$ cat config.mk
export PLATFORM = sky130hd
export DESIGN_NAME = capture_sequencer
export DESIGN_NICKNAME = d
export VERILOG_FILES = /design/src/rtl/capture_sequencer.sv
export SDC_FILE = /design/constraint.sdc
export NUM_CORES = 1
export LEC_CHECK = 0
export CAP_MARGIN = 25
export CORE_ASPECT_RATIO = 1.25
export CORE_MARGIN = 4
export CORE_UTILIZATION = 46
export CTS_CLUSTER_DIAMETER = 150
export DETAILED_ROUTE_END_ITERATION = 6
export MAX_ROUTING_LAYER = met4
export PLACE_DENSITY = 0.86
export SYNTH_ARGS = -nofsm -noshare
export SYNTH_HDL_FRONTEND = slang
export SYNTH_SLANG_ARGS = --single-unit
$ cat constraint.sdc
create_clock -name clk_i -period 1.8 [get_ports clk_i]
set_clock_uncertainty 0.2 [all_clocks]
set_input_delay 0.36 -clock clk_i [delete_from_list [all_inputs] [get_ports clk_i]]
set_output_delay 0.36 -clock clk_i [all_outputs]
set_load 0.05 [all_outputs]
$ cat src/rtl/capture_sequencer.sv
// capture_sequencer
//   Arms a trigger, records a fixed-length burst into a storage FIFO, waits
//   for the FIFO to drain, then pulses the trigger comparator reset before
//   returning to IDLE or, with auto re-arm, to ARMED.
//
// Ports
//   clk_i             system clock, all logic on the rising edge
//   rst_i             synchronous active-high reset
//   arm_cmd_i         pulse: arm the trigger
//   disarm_cmd_i      pulse: disarm / cancel a pending auto re-arm
//   force_cmd_i       pulse: start a capture with no trigger
//   auto_rearm_i      level: re-arm after a capture completes
//   triggered_i       trigger comparator fired (synchronous level)
//   capture_len_i     samples per capture (0 is treated as 1)
//   fifo_not_full_i   storage FIFO can accept writes
//   fifo_empty_i      storage FIFO fully read out
//   record_strobe_o   FIFO write strobe
//   trigger_armed_o   arm enable to the trigger controller
//   trigger_reset_o   comparator reset pulse
//   capture_done_o    one-cycle pulse as the drain phase completes
//   overflow_o        sticky: capture cut short by a full FIFO
//   state_o           current state code
//
// state   | meaning
// IDLE    | waiting for arm or force
// ARMED   | trigger armed, waiting for trigger or force
// RECORD  | strobing samples into the FIFO
// DRAIN   | waiting for the FIFO to be read out
// TRIGRST | holding the comparator reset
module capture_sequencer #(
  parameter int CNT_W   = 16,
  parameter int RST_CYC = 4
) (
  input  logic             clk_i,
  input  logic             rst_i,
  input  logic             arm_cmd_i,
  input  logic             disarm_cmd_i,
  input  logic             force_cmd_i,
  input  logic             auto_rearm_i,
  input  logic             triggered_i,
  input  logic [CNT_W-1:0] capture_len_i,
  input  logic             fifo_not_full_i,
  input  logic             fifo_empty_i,
  output logic             record_strobe_o,
  output logic             trigger_armed_o,
  output logic             trigger_reset_o,
  output logic             capture_done_o,
  output logic             overflow_o,
  output logic [2:0]       state_o
);

  typedef enum logic [2:0] {
    IDLE    = 3'd0,
    ARMED   = 3'd1,
    RECORD  = 3'd2,
    DRAIN   = 3'd3,
    TRIGRST = 3'd4
  } state_e;

  // One down-counter serves both the record length and the reset hold time.
  localparam logic [CNT_W-1:0] TRST_LOAD = (RST_CYC < 1) ? CNT_W'(1) : CNT_W'(RST_CYC);

  state_e           state_q, state_d;
  logic [CNT_W-1:0] cnt_q, cnt_d;
  logic             rearm_q, rearm_d;
  logic             ovf_q, ovf_d;
  logic             done_q, done_d;
  logic [CNT_W-1:0] len_eff;
  logic             cnt_last;

  assign len_eff  = (capture_len_i == '0) ? CNT_W'(1) : capture_len_i;
  assign cnt_last = (cnt_q == CNT_W'(1));

  always_comb begin
    state_d = state_q;
    cnt_d   = cnt_q;
    rearm_d = rearm_q;
    ovf_d   = ovf_q;
    done_d  = 1'b0;
    case (state_q)
      IDLE: begin
        if (force_cmd_i) begin
          state_d = RECORD;
          cnt_d   = len_eff;
          ovf_d   = 1'b0;
        end else if (arm_cmd_i) begin
          state_d = ARMED;
          ovf_d   = 1'b0;
        end
      end
      ARMED: begin
        if (triggered_i || force_cmd_i) begin
          state_d = RECORD;
          cnt_d   = len_eff;
        end else if (disarm_cmd_i) begin
          state_d = IDLE;
        end
      end
      RECORD: begin
        // The counter holds at 1 on the final strobe, so it never wraps.
        if (!fifo_not_full_i) begin
          ovf_d   = 1'b1;
          state_d = DRAIN;
          rearm_d = 1'b1;
        end else if (cnt_last) begin
          state_d = DRAIN;
          rearm_d = 1'b1;
        end else begin
          cnt_d = cnt_q - CNT_W'(1);
        end
      end
      DRAIN: begin
        if (disarm_cmd_i) rearm_d = 1'b0;
        if (fifo_empty_i) begin
          state_d = TRIGRST;
          cnt_d   = TRST_LOAD;
          done_d  = 1'b1;
        end
      end
      TRIGRST: begin
        if (disarm_cmd_i) rearm_d = 1'b0;
        if (cnt_last) begin
          state_d = (auto_rearm_i && rearm_q && !disarm_cmd_i) ? ARMED : IDLE;
        end else begin
          cnt_d = cnt_q - CNT_W'(1);
        end
      end
      default: state_d = IDLE;
    endcase
  end

  always_ff @(posedge clk_i) begin
    if (rst_i) begin
      state_q <= IDLE;
      cnt_q   <= '0;
      rearm_q <= 1'b0;
      ovf_q   <= 1'b0;
      done_q  <= 1'b0;
    end else begin
      state_q <= state_d;
      cnt_q   <= cnt_d;
      rearm_q <= rearm_d;
      ovf_q   <= ovf_d;
      done_q  <= done_d;
    end
  end

  assign record_strobe_o = (state_q == RECORD);
  assign trigger_armed_o = (state_q == ARMED);
  assign trigger_reset_o = (state_q == TRIGRST);
  assign capture_done_o  = done_q;
  assign overflow_o      = ovf_q;
  assign state_o         = state_q;

endmodule

==> flow_summary_export.csv <==
group,metric,value,unit
outcome,status,"finished with violations",
outcome,violations,"setup timing",
logic_synthesis,synth_top_family_by_area,"simple AND/OR/NAND/NOR gates",
sta,tightest_slew,449.2,ps
logic_synthesis,synth_compound_area_share,27.67,%
setup_path,r2r_slack,-280,ps
finish,fin_util,94.58,%
placed_design,preCtsSetupSlack,-556.2,ps
logic_synthesis,syn_inst,190,
detailed_routing,drc,0,
detailed_routing,drt-initial-drc-count,289,
sta,slew_headroom,69.87,%
sta,max_clock_freq,0.4808,GHz
finish,n_antenna_cell,0,
setup_path,slowest_delay,450,ps
min_path,hp-class,"reg2reg",
clock_network,clk_pin_slew,90,ps
logic_synthesis,synth_xor_area_share,3.256,%
logic_synthesis,synth_area_leader_cell,"dfxtp_1",
logic_synthesis,synth_fa_ha_area_share,1.550,%
logic_synthesis,ys.flop_type,"dfxtp_1",
floorplan,pin_count,33,
min_path,hold_path_depth,2,
logic_synthesis,synth.yosys.seq_area_share,27.29,%
setup_path,worstReg2RegEnd,"cnt_q[5]",
pwr,power_leakage,0.001240,uW
global_routing,antenna_found_initial,0,
setup_path,critical_path.cell_chain,"nand2b_1, a21o_1, buf_4, a2bb2oi_1, or2_1, a21oi_1",
detailed_routing,vias,2338,
sta,rsz0062_at_grt,"true",
logic_synthesis,synthTopCellsByCount,"dfxtp_1, a21oi_1, nor2_1",
setup_path,cp.required,1780,ps
clock_network,clock_sinks,22,
logic_synthesis,yosys.cell_types.count,55,
logic_synthesis,synth_nets,217,
logic_synthesis,synth_top_area_share,27.29,%
detailed_routing,drt-pass1-iter-count,7,
logic_synthesis,synth.most_common_cell,"dfxtp_1",
global_routing,groute.usage.overall,38.06,%
pwr,vdd_ir_drop_max,1.892,mV
logic_synthesis,synthMuxAreaShare,1.240,%
setup_path,r2r_cells,6,
floorplan,die-area,4526,um^2
detailed_routing,viasPerCell,6.958,
clock_network,cts_root_buf,"clkbuf_8",
placed_design,port_buffers,32,
placed_design,gp_congestion,0.8745,
logic_synthesis,syn_area_per_cell,8.495,um^2
sta,finalHoldViolCount,0,
pwr,power.density,2242,nW/um^2
setup_path,reg2reg_from,"state_o[1]",
logic_synthesis,synth-seq-cells,22,
finish,fin_cells,336,
setup_path,path_delay_family,"compound AO/OA/AOI/OAI gates",
global_routing,grt_max_degree,23,
global_routing,grt_pass1_wl,12190,um
min_path,hold_end,"cnt_q[5]",
finish,layout.nets,327,
clock_network,clockBufferDepth,2,
setup_path,crit_buf_inv,1,
floorplan,rows,23,
detailed_routing,wl_per_cell,26.31,um
floorplan,initial_core_util,49.20,%
sta,setup_viol,23,
sta,final_max_slew_viol_count,0,
setup_path,end_kind,"flop",
setup_path,critical_path_depth,6,
detailed_routing,wl,8840,um
clock_network,cts_tree,"yes",
clock_network,numCtsBuffers,3,
global_routing,grt_pass1_vias,2299,
sta,fin_ws,-280.0,ps
setup_path,slowest_stage,"dfxtp_4",
clock_network,clock_latency,290,ps
clock_network,cts_htree_levels,1,
setup_path,crit_path_start_kind,"flop",
logic_synthesis,synth_area_leaders,"dfxtp_1, a21oi_1, nor2_1, nor4_1, a221oi_1",
floorplan,die_y,74.23,um
setup_path,critPathMaxFanout,12,
clock_network,cts_hold_buf,0,
finish,num-fill-cells,90,
placed_design,dp.cells,314,
finish,drive_above_1_share,56.19,%
logic_synthesis,async_flop_share,0,%
global_routing,grt.overflow.total,0,
floorplan,core_area,3281,um^2
logic_synthesis,netlist_area,1614,um^2
logic_synthesis,synth_edf_count,0,
pwr,finalPower,6955,uW
placed_design,hpwl,3907,um
detailed_routing,antenna_left,0,
finish,area_growth,92.25,%
setup_path,arrival,2060,ps
floorplan,die_x,60.98,um
sta,min_period,2080,ps
sta,finalCritPeriodShare,115.6,%
logic_synthesis,yosysWarnings,0,
job,cap_viol_max_count,0,
min_path,hold_start,"cnt_q[5]",
logic_synthesis,synth-simple-area-share,32.64,%
setup_path,critical_path_class,"reg2reg",
[placed cells by master, fill, tap and decap left out, types with 5 or more instances in the layout]
cell	instances
a221oi_2	6
buf_12	9
inv_1	5
nor3_2	6
buf_6	11
nor4_1	5
buf_4	71
dlygate4sd2_1	16
dfxtp_1	15
a21oi_1	10
clkdlybuf4s50_1	6
a21oi_2	8
nor3_1	7
nor2_1	13
o21ai_1	7
[layer usage]
metal | global-route usage (%) | vias up | share of wire, %
met5 | - | - | 0
met2 | 68.25 | 233 | 49
met3 | 4.688 | 76 | 9.3
met1 | 39.15 | 1083 | 34
li1 | - | 946 | -
met4 | 20.72 | 0 | 7.3
[how the worst max path moves through the flow]
| stage | startpoint | endpoint |
|---|---|---|
| after floorplan | state_o[1] | cnt_q[14] |
| after global placement | capture_len_i[10] | cnt_q[6] |
| after detailed placement | capture_len_i[8] | cnt_q[3] |
| after CTS | cnt_q[1] | cnt_q[14] |
| after global routing | cnt_q[1] | state_o[1] |
| final | state_o[1] | cnt_q[5] |
[logic make-up (layout without fill, tap and decap cells)]
kind of cell	after synthesis	in the layout
compound gates	61	61
xor+xnor	6	6
fa+ha+maj	2	2
buf+inv	19	128
flops	22	22
mux	2	2
simple gates	78	78
[per-stage QoR]
| stage | hold WS, ps | area [um^2] | TNS, ps |
|---|---|---|---|
| floorplan | 271.0 | 1699 | -2342 |
| global placement | 301.6 | 2575 | -7263 |
| detailed placement | 315.8 | 2575 | -8337 |
| CTS | 327.5 | 2962 | -1522 |
| global route | 347.2 | 3103 | -4691 |
| finish | 345.3 | 3103 | -3768 |
[final cells by class]
class | instances | area [um^2] | area share, %
Clock buffer | 4 | 45.04 | 1.452
Inverter | 6 | 22.52 | 0.7258
Multi-Input combinational cell | 149 | 1405 | 45.28
Sequential cell | 22 | 456.7 | 14.72
Tap cell | 37 | 46.29 | 1.492
Timing Repair Buffer | 118 | 1127 | 36.33
[tightest hold or removal path: cells and delay by family (launching register included)]
family             cells  cell delay (ps)
AOI/OAI and AO/OA      2              130
DFF                    1              360
[registers in the layout, summed over array words and instances, names as in the netlist]
register        count
capture_done_o      1
cnt_q              16
overflow_o          1
rearm_q             1
state_o             3
[where the power goes]
part	switching (uW)	total, uW	internal, uW
logic	2860	5570	2720
registers	305	1020	717
clock network	202	362	160
total	3360	6960	3590
[timing repair]
action | 4_1_cts | 5_1_grt
resized for setup | 63 | 30
buffers inserted | 10 | 8
gates cloned | 3 | 0
pin swaps | 25 | 19
setup endpoints to repair | 23 | 24
Note: power is estimated with default switching activity, not from simulation.
